**src/rtl/ahb_pkg.sv**
```systemverilog
// Shared AHB-Lite types and helpers, used by the slave responder and the master-side bench.
`ifndef AHB_ADDR_WIDTH
`define AHB_ADDR_WIDTH 32
`endif
`ifndef AHB_DATA_WIDTH
`define AHB_DATA_WIDTH 32
`endif

package ahb_pkg;

  typedef enum logic [1:0] {
    HTRANS_IDLE   = 2'd0,
    HTRANS_BUSY   = 2'd1,
    HTRANS_NONSEQ = 2'd2,
    HTRANS_SEQ    = 2'd3
  } htrans_e;

  typedef enum logic {
    HRESP_OKAY  = 1'b0,
    HRESP_ERROR = 1'b1
  } hresp_e;

  typedef enum logic [2:0] {
    HBURST_SINGLE = 3'd0,
    HBURST_INCR   = 3'd1,
    HBURST_WRAP4  = 3'd2,
    HBURST_INCR4  = 3'd3,
    HBURST_WRAP8  = 3'd4,
    HBURST_INCR8  = 3'd5,
    HBURST_WRAP16 = 3'd6,
    HBURST_INCR16 = 3'd7
  } hburst_e;

  typedef enum logic [1:0] {
    ST_IDLE,
    ST_ACCESS,
    ST_ERR1,
    ST_ERR2
  } slave_state_e;

  // Byte-lane enables for a transfer; lane_mask folds the address onto the bus width.
  function automatic logic [7:0] size_to_strb(input logic [2:0] size,
                                              input logic [2:0] addr_lsb,
                                              input logic [2:0] lane_mask);
    logic [7:0] lanes;
    case (size)
      3'd0:    lanes = 8'h01;
      3'd1:    lanes = 8'h03;
      3'd2:    lanes = 8'h0F;
      default: lanes = 8'hFF;
    endcase
    return lanes << (addr_lsb & lane_mask);
  endfunction

endpackage

```
**src/rtl/ahb_slave_resp_strb_gen.sv**
```systemverilog
// Combinational write-strobe generation from transfer size and low address bits.
module ahb_strb_gen
  import ahb_pkg::*;
#(
  parameter int DATA_WIDTH = 32
) (
  input  logic [2:0]              i_size,
  input  logic [2:0]              i_addr_lsb,
  output logic [DATA_WIDTH/8-1:0] o_strb
);

  localparam int         NBYTES    = DATA_WIDTH / 8;
  localparam logic [2:0] LANE_MASK = 3'(NBYTES - 1);

  assign o_strb = NBYTES'(size_to_strb(i_size, i_addr_lsb, LANE_MASK));

endmodule

```
**src/rtl/ahb_slave_resp.sv**
```systemverilog
// AHB-Lite slave responder: turns each bus transfer into one valid/ready user request
// and builds OKAY or two-cycle ERROR responses (user error, illegal transfer, timeout).
module ahb_slave_resp
  import ahb_pkg::*;
#(
  parameter int ADDR_WIDTH = `AHB_ADDR_WIDTH,
  parameter int DATA_WIDTH = `AHB_DATA_WIDTH,
  parameter int TIMEOUT    = 16
) (
  input  logic                    clk,
  input  logic                    rstn,
  input  logic                    hsel,
  input  logic [ADDR_WIDTH-1:0]   haddr,
  input  logic [1:0]              htrans,
  input  logic                    hwrite,
  input  logic [2:0]              hsize,
  input  logic [2:0]              hburst,
`ifdef AHB_PROT
  input  logic [3:0]              hprot,
`endif
`ifdef AHB_WSTRB
  input  logic [DATA_WIDTH/8-1:0] hwstrb,
`endif
  input  logic [DATA_WIDTH-1:0]   hwdata,
  input  logic                    hready,
  output logic                    hreadyout,
  output logic                    hresp,
  output logic [DATA_WIDTH-1:0]   hrdata,
  output logic                    usr_valid,
  output logic [ADDR_WIDTH-1:0]   usr_addr,
  output logic                    usr_write,
  output logic [2:0]              usr_size,
  output logic [2:0]              usr_burst,
`ifdef AHB_PROT
  output logic [3:0]              usr_prot,
`endif
  output logic [DATA_WIDTH/8-1:0] usr_strb,
  output logic [DATA_WIDTH-1:0]   usr_wdata,
  input  logic                    usr_ready,
  input  logic [DATA_WIDTH-1:0]   usr_rdata,
  input  logic                    usr_error
);

  localparam int              NBYTES   = DATA_WIDTH / 8;
  localparam logic [2:0]      MAX_SIZE = 3'($clog2(NBYTES));
  localparam int              TO_W     = (TIMEOUT > 1) ? $clog2(TIMEOUT) : 1;
  localparam logic [TO_W-1:0] TO_LAST  = (TIMEOUT > 0) ? TO_W'(TIMEOUT - 1) : '0;

  slave_state_e          r_state;
  logic [TO_W-1:0]       r_to_cnt;
  logic [DATA_WIDTH-1:0] r_hrdata;
  logic [ADDR_WIDTH-1:0] w_align_mask;
  logic                  w_accept;
  logic                  w_legal;
  logic                  w_in_access;
  logic                  w_done;
  logic                  w_user_err;
  logic                  w_expire;
  logic                  w_take;
  logic                  w_rd_capture;

  assign w_accept     = hsel & hready & htrans[1];
  assign w_align_mask = (ADDR_WIDTH'(1) << hsize) - ADDR_WIDTH'(1);
  assign w_legal      = (hsize <= MAX_SIZE) && ((haddr & w_align_mask) == '0);

  assign w_in_access  = (r_state == ST_ACCESS);
  assign w_done       = w_in_access & usr_ready & ~usr_error;
  assign w_user_err   = w_in_access & usr_ready & usr_error;
  assign w_expire     = w_in_access & ~usr_ready & (TIMEOUT != 0) & (r_to_cnt == TO_LAST);
  // A new address phase is only taken when this slave is not stalling the bus.
  assign w_take       = w_accept & ((r_state == ST_IDLE) | (r_state == ST_ERR2) | w_done);
  assign w_rd_capture = w_in_access & usr_ready & ~usr_write;

  assign usr_valid = w_in_access;
  assign usr_wdata = hwdata;
  assign hrdata    = w_rd_capture ? usr_rdata : r_hrdata;

  // NOTE: sequential state uses non-blocking assignments only, so every register
  // samples the pre-edge values of its neighbours regardless of statement order.
  always_ff @(posedge clk or negedge rstn) begin
    if (!rstn) begin
      r_state   <= ST_IDLE;
      r_to_cnt  <= '0;
      r_hrdata  <= '0;
      usr_addr  <= '0;
      usr_write <= 1'b0;
      usr_size  <= '0;
      usr_burst <= '0;
`ifdef AHB_PROT
      usr_prot  <= '0;
`endif
    end else begin
      if (w_rd_capture) r_hrdata <= usr_rdata;
      if (w_take) begin
        r_state   <= w_legal ? ST_ACCESS : ST_ERR1;
        r_to_cnt  <= '0;
        usr_addr  <= haddr;
        usr_write <= hwrite;
        usr_size  <= hsize;
        usr_burst <= hburst;
`ifdef AHB_PROT
        usr_prot  <= hprot;
`endif
      end else begin
        unique case (r_state)
          ST_IDLE: r_to_cnt <= '0;
          ST_ACCESS: begin
            if (w_user_err || w_expire) begin
              r_state  <= ST_ERR2;
              r_to_cnt <= '0;
            end else if (w_done) begin
              r_state  <= ST_IDLE;
            end else begin
              r_to_cnt <= r_to_cnt + TO_W'(1);
            end
          end
          ST_ERR1: r_state <= ST_ERR2;
          ST_ERR2: r_state <= ST_IDLE;
          default: r_state <= ST_IDLE;
        endcase
      end
    end
  end

`ifdef AHB_WSTRB
  // Bus strobes belong to the data phase, so they follow hwstrb just like usr_wdata.
  assign usr_strb = hwstrb;
`else
  logic [NBYTES-1:0] w_gen_strb;
  logic [NBYTES-1:0] r_usr_strb;

  ahb_strb_gen #(.DATA_WIDTH(DATA_WIDTH)) u_strb_gen (
    .i_size     (hsize),
    .i_addr_lsb (haddr[2:0]),
    .o_strb     (w_gen_strb)
  );

  always_ff @(posedge clk or negedge rstn) begin
    if (!rstn)       r_usr_strb <= '0;
    else if (w_take) r_usr_strb <= w_gen_strb;
  end

  assign usr_strb = r_usr_strb;
`endif

  // NOTE: outputs get a default before the case so no branch can infer a latch.
  always_comb begin
    hreadyout = 1'b1;
    hresp     = HRESP_OKAY;
    unique case (r_state)
      ST_ACCESS: begin
        hreadyout = usr_ready & ~usr_error;
        hresp     = w_user_err | w_expire;
      end
      ST_ERR1: begin
        hreadyout = 1'b0;
        hresp     = HRESP_ERROR;
      end
      ST_ERR2: begin
        hreadyout = 1'b1;
        hresp     = HRESP_ERROR;
      end
      default: ;
    endcase
  end

endmodule

```
**config.mk**
```make
export PLATFORM = sky130hd
export DESIGN_NAME = ahb_slave_resp
export DESIGN_NICKNAME = d
export VERILOG_FILES = /design/src/rtl/ahb_pkg.sv /design/src/rtl/ahb_slave_resp_strb_gen.sv /design/src/rtl/ahb_slave_resp.sv
export SDC_FILE = /design/constraint.sdc
export NUM_CORES = 1
export LEC_CHECK = 0
export BUFFER_PORTS_ARGS = -buffer_cell sky130_fd_sc_hd__buf_2
export CORE_MARGIN = 2
export CORE_UTILIZATION = 45
export CTS_BUF_LIST = sky130_fd_sc_hd__clkbuf_4 sky130_fd_sc_hd__clkbuf_8
export DETAILED_ROUTE_END_ITERATION = 16
export PLACE_DENSITY = 0.82
export SLEW_MARGIN = 20
export SYNTH_ARGS = -nofsm -noshare
export SYNTH_HDL_FRONTEND = slang
export SYNTH_HIERARCHICAL = 1
export SYNTH_SLANG_ARGS = --single-unit
```
**constraint.sdc**
```tcl
create_clock -name clk -period 3 [get_ports clk]
set_input_delay 0.9 -clock clk [delete_from_list [all_inputs] [get_ports clk]]
set_output_delay 0.9 -clock clk [all_outputs]
set_load 0.02 [all_outputs]
```
==> flow_summary.yaml, run 1 <==
clock_tree:
  clock_tree.buffer_depth: 2
  clk_latency_ns: 0.34
  cts_buffers: 9
  root_buffer: "clkbuf_8"
  clkTransAtPathRegs_ns: 0.08
  cts_sinks: 81
  cts_tree: "yes"
  cts_setup_buffers: 0
  cts_resized: 0
  h-tree-depth: 3
  postCtsHoldBufs: 0
floorplanning:
  coreArea_sq_um: 8130
  die_y_microns: 95.2
  die-area_sq_um: 9060
  core.rowCount: 33
  start_util: 0.460
  ios: 221
  die_x_microns: 95.2
pwr:
  fin_total_pwr_w: 0.00523
  pwr_density_cell_nw_per_um2: 1120
  swShare: 0.388
  seq_power_share: 0.351
  vdd_drop_max_uv: 534
  comb_power_share: 0.466
  switchingPower_w: 0.00203
  power_frac_clock: 0.183
  p_int_w: 0.00320
  leakage_nw: 2.28
synth:
  ys_dominant_reg_cell: "dfrtp_1"
  synthCells: 270
  ys_seq_elements: 81
  synth_compound_area_frac: 0.0666
  synth-simple-area-share: 0.0488
  syn_avg_cell_area_sq_um: 13.9
  syn_nets: 389
  synth_top_family_by_area: "multiplexers"
  synth_xor_area_frac: 0.00234
  synth_fa_ha_area_frac: 0.0268
  ys_warn_count: 6
  yosysSeqAreaShare: 0.542
  yosysUniqueCellTypes: 43
  synth_area_sq_um: 3740
  postSynth.asyncResetShare: 1.00
  synth_edf_count: 0
  muxShareOfSynthArea: 0.226
worst_hold_path:
  hold_path_class: "register to register"
finish:
  syn2layout_area_growth_pct: 24.3
  multi_input_area_sq_um: 1390
  drive_gt1_frac: 0.610
  ff_latch_area_sq_um: 2030
  nNetsFinal: 519
  diodes: 0
  fillers: 705
placed_design:
  place.gp.congestion: 0.757
  io_buffers: 155
  post-dp-hpwl_mm: 5.89
worst_setup_path:
  reg2reg_slack_ns: 0.84
  reg2reg_depth: 7
  crit_slowest_cell: "mux2_2"
  critPathArrivalTime_ns: 1.92
  path_delay_family: "buffers and inverters"
  start_kind: "input pin"
  crit_top_cell: "buf_2"
  cp.required_ns: 2.10
  critical_path_depth: 5
  path_buf_inv: 3
  crit_chain: "buf_2, nand3b_1, buf_12, mux2_2, buf_2"
  worstPathMaxFanout: 32
  crit_path_end: "hrdata[25]"
  path_class: "input pin to primary output"
  timing.rr.start: "r_state[1]$_DFFE_PN0P_"
  crit_path_end_kind: "primary output"
  crit_start: "usr_ready"
  cp_slowest_stage_delay_ns: 0.38
  worstReg2RegEnd: "usr_addr[5]$_DFFE_PN0P_"
drt:
  drt-total-wl_mm: 7.90
  drt_first_pass_iters: 4
  ant_nets: 0
  post_drt_wl_per_cell_microns: 15.5
  drtIter0Drc: 60
  via_per_inst: 5.00
  drc: 0
  vias: 2550
timing:
  slew_headroom: 0.591
  fmax_mhz: 354
  period_share: 0.941
  finalSetupViolations: 0
  final_max_slew_viol_count: 0
  clock_skew_ns: 0.0109
  rsz0062_at_grt: "no"
  tns_ns: 0
  period_needed_ns: 2.82
  finalHoldViolCount: 0
  worstMarginPinSlew_ns: 0.613
global_route:
  grt_max_degree: 49
  antenna_found_initial: 0
  grt_usage: 0.177
  grt_overflow: 0
  grt_pass1_vias: 2697
  grt_pass1_wl_mm: 12.3
flow_run:
  cap_violations: 0
outcome:
  status: "complete, no violations"
-- kinds of logic after synthesis --
group | Yosys count
XOR/XNOR | 1
multiplexers | 75
AO/OA/AOI/OAI | 29
adder cells (fa/ha/maj) | 8
AND/OR/NAND/NOR | 31
flip-flops | 81
buffers and inverters | 45
-- synthesized netlist by cell type (all sizes together) (2+ instances only) --
master,number,area share
dfrtp,81,0.54
mux2,75,0.23
buf,41,0.084
a21oi,9,0.013
ha,8,0.027
nor2,8,0.0080
inv,4,0.0040
nand2,4,0.0040
a2111oi,3,0.015
nand3,3,0.0054
or2,3,0.0057
a211o,2,0.0050
a21o,2,0.0044
and2b,2,0.0047
nand2b,2,0.0033
nand3b,2,0.0040
nor3,2,0.0027
o21ai,2,0.0027
o2bb2ai,2,0.0047
o32ai,2,0.0047
-- worst min-delay path by stage --
stage	endpoint	from	slack [ns]	depth (start not counted)
2_1_floorplan	r_to_cnt[1]$_DFFE_PN0P_	r_to_cnt[1]$_DFFE_PN0P_	0.48	1
3_3_place_gp	usr_addr[30]$_DFFE_PN0P_	usr_addr[30]$_DFFE_PN0P_	0.46	1
3_5_place_dp	usr_addr[28]$_DFFE_PN0P_	usr_addr[28]$_DFFE_PN0P_	0.47	1
4_1_cts	usr_addr[28]$_DFFE_PN0P_	usr_addr[28]$_DFFE_PN0P_	0.49	1
5_1_grt	r_hrdata[22]$_DFF_PN0_	r_hrdata[22]$_DFF_PN0_	0.51	1
6_report	usr_addr[28]$_DFFE_PN0P_	usr_addr[28]$_DFFE_PN0P_	0.48	1
-- metal layers --
metal,track usage,routed length (microns),vias to the layer above
met5,0,0,-
met4,0.104,215,0
met3,0.0443,544,24
met2,0.303,4090,81
met1,0.199,3050,1257
li1,-,-,1188
-- state kept, by name, summed over array words and instances, names as in the netlist --
signal / count
usr_size: 3
usr_burst: 3
r_state: 2
usr_strb: 4
usr_write: 1
usr_addr: 32
r_hrdata: 32
r_to_cnt: 4
-- power by group through the flow --
stage / combinational (W) / clock, W / sequential [W]
6_report: 0.00243 / 0.000957 / 0.00183
3_3_place_gp: 0.00241 / 0 / 0.00182
2_1_floorplan: 0.00134 / 0 / 0.00220
3_5_place_dp: 0.00246 / 0 / 0.00186
4_1_cts: 0.00247 / 0.000986 / 0.00184
5_1_grt: 0.00262 / 0.00104 / 0.00190
-- cells in the final DEF (no fill, tap or decap), drive strengths merged, types with 2 or more instances in the layout --
cell type,netlist,final
buf,41,160
dfrtp,81,81
mux2,75,75
clkbuf,0,11
a21oi,9,9
nor2,8,8
ha,8,8
nand2,4,4
inv,4,4
bufinv,0,3
nand3,3,3
or2,3,3
a2111oi,3,3
nand3b,2,2
o21ai,2,2
and2b,2,2
nor3,2,2
nand2b,2,2
o32ai,2,2
o2bb2ai,2,2
a211o,2,2
a21o,2,2
clkinv,0,2
-- cell type report --
cell class	count	share of cell area
clock buffers	11	0.0299
clock inverters	5	0.0223
inverters	4	0.00323
multi-input cells	144	0.300
flip-flops and latches	81	0.436
well taps	105	0.0283
repair buffers	160	0.181
-- per-stage QoR --
| stage | utilization | setup WS [ns] | hold WS (ns) | area (sq um) | cells |
|---|---|---|---|---|---|
| after CTS | 0.572 | 0.147 | 0.490 | 4650 | 510 |
| final | 0.572 | 0.176 | 0.484 | 4650 | 510 |
| after detailed placement | 0.542 | 0.176 | 0.471 | 4410 | 494 |
| after global routing | 0.572 | 0.0552 | 0.508 | 4650 | 510 |
| after floorplan | - | 0.388 | 0.482 | 3740 | 270 |
| after global placement | 0.542 | 0.193 | 0.462 | 4410 | 494 |
(Power assumes the default switching activity.)
==> run 2, diff against run 1 <==
RECOVER_POWER = 50   (was unset)
==> run 2 against run 1 <==
Effect of this change:
- non-clock buffer count unchanged
- total power decreased by 0.33%
- sequential cell count unchanged
- critical path type is now register to primary output
==> flow_summary.yaml, run 2 (synthesis gave the netlist of run 1 again) <==
worst_setup_path:
  start_kind: "register"
  path_delay_family: "buffers and inverters"
  crit_chain: "inv_1, ha_1, nand3b_1, buf_12, mux2_1, buf_2"
  crit_path_end_kind: "primary output"
  critPathArrivalTime_ns: 1.94
  path_buf_inv: 3
  worstPathMaxFanout: 32
  path_class: "register to primary output"
  cp_slowest_stage_delay_ns: 0.40
  crit_slowest_cell: "dfrtp_1"
  cp.required_ns: 2.10
timing:
  slew_headroom: 0.220
  rsz0062_at_grt: "no"
  period_needed_ns: 2.84
  finalHoldViolCount: 0
  worstMarginPinSlew_ns: 1.17
  tns_ns: 0
  finalSetupViolations: 0
  clock_skew_ns: 0.0116
  period_share: 0.947
  final_max_slew_viol_count: 0
  fmax_mhz: 352
worst_hold_path:
  hold_path_class: "register to register"
clock_tree:
  cts_buffers: 9
  root_buffer: "clkbuf_8"
  clock_tree.buffer_depth: 2
  postCtsHoldBufs: 0
  clkTransAtPathRegs_ns: 0.08
  cts_sinks: 81
  clk_latency_ns: 0.34
  h-tree-depth: 3
  cts_setup_buffers: 0
  cts_resized: 0
  cts_tree: "yes"
floorplanning:
  ios: 221
  start_util: 0.460
  die_y_microns: 95.2
  core.rowCount: 33
  die_x_microns: 95.2
  die-area_sq_um: 9060
  coreArea_sq_um: 8130
finish:
  syn2layout_area_growth_pct: 23.9
  fin_util: 0.569
  drive_gt1_frac: 0.590
  diodes: 0
  nNetsFinal: 519
  top_regs: "r_hrdata (32), usr_addr (32)"
  final_common_cell: "buf_2"
  layout_common_cells: "buf_2 (154), dfrtp_1 (81), mux2_2 (48), mux2_1 (27), clkbuf_8 (9)"
drt:
  post_drt_wl_per_cell_microns: 15.5
  drt-total-wl_mm: 7.92
  drt_first_pass_iters: 4
  highest_layer: "met4"
  via_per_inst: 5.02
  vias: 2560
  drt-met1-wl_mm: 3.07
  drtIter0Drc: 73
  wl_met3_microns: 546
  wl_met2_mm: 4.09
  drc: 0
  ant_nets: 0
placed_design:
  place.gp.congestion: 0.757
  io_buffers: 155
  post-dp-hpwl_mm: 5.89
global_route:
  grt_pass1_wl_mm: 12.3
  grt_overflow: 0
  antenna_found_initial: 0
  grt_usage: 0.177
  grt_max_degree: 49
  grt_pass1_vias: 2697
pwr:
  vdd_drop_max_uv: 534
  leakage_nw: 2.27
  pwr_density_cell_nw_per_um2: 1120
outcome:
  status: "complete, no violations"
flow_run:
  cap_violations: 0
[run 2: area by class of cell]
cell class	count	area [sq um]
clock buffer	11	139
sequential	81	2030
fill	706	3500
timing repair buffer	160	823
inverter	4	15.0
tap	105	131
multi-input combinational	144	1390
clock inverter	5	104
[run 2: routing by layer]
| layer | vias to the layer above | global-route usage |
|---|---|---|
| met5 | - | 0 |
| met4 | 0 | 0.104 |
| met1 | 1265 | 0.199 |
| met2 | 83 | 0.303 |
| met3 | 24 | 0.0443 |
| li1 | 1188 | - |
[run 2: path summary, 6_finish.rpt]
path / from / to / slack [ns] / cells after the start
max: r_state[1]$_DFFE_PN0P_ / hrdata[25] / 0.16 / 6
min: usr_addr[28]$_DFFE_PN0P_ / usr_addr[28]$_DFFE_PN0P_ / 0.48 / 1
max reg2reg: r_state[1]$_DFFE_PN0P_ / usr_addr[5]$_DFFE_PN0P_ / 0.84 / 7
min reg2reg: usr_addr[28]$_DFFE_PN0P_ / usr_addr[28]$_DFFE_PN0P_ / 0.48 / 1
max in group asynchronous: rstn / r_hrdata[20]$_DFF_PN0_ / 0.75 / 2
min in group asynchronous: rstn / usr_addr[14]$_DFFE_PN0P_ / 0.78 / 1
[run 2: stage by stage]
| stage | area [sq um] | instances | hold slack [ns] | setup WS, ns | total power, W |
|---|---|---|---|---|---|
| after detailed placement | 4410 | 494 | 0.471 | 0.176 | 0.00432 |
| after floorplan | 3740 | 270 | 0.482 | 0.388 | 0.00354 |
| final | 4630 | 510 | 0.484 | 0.158 | 0.00521 |
| after CTS | 4650 | 510 | 0.490 | 0.147 | 0.00530 |
| after global routing | 4630 | 510 | 0.508 | 0.0427 | 0.00553 |
| after global placement | 4410 | 494 | 0.462 | 0.193 | 0.00423 |
[run 2: power by group]
| group | leakage (nW) | internal, W | switching (W) | total (W) |
|---|---|---|---|---|
| logic | 1.17 | 0.000983 | 0.00143 | 0.00242 |
| clock network | 0.124 | 0.000572 | 0.000384 | 0.000957 |
| registers | 0.972 | 0.00163 | 0.000210 | 0.00184 |
| total | 2.27 | 0.00318 | 0.00203 | 0.00521 |
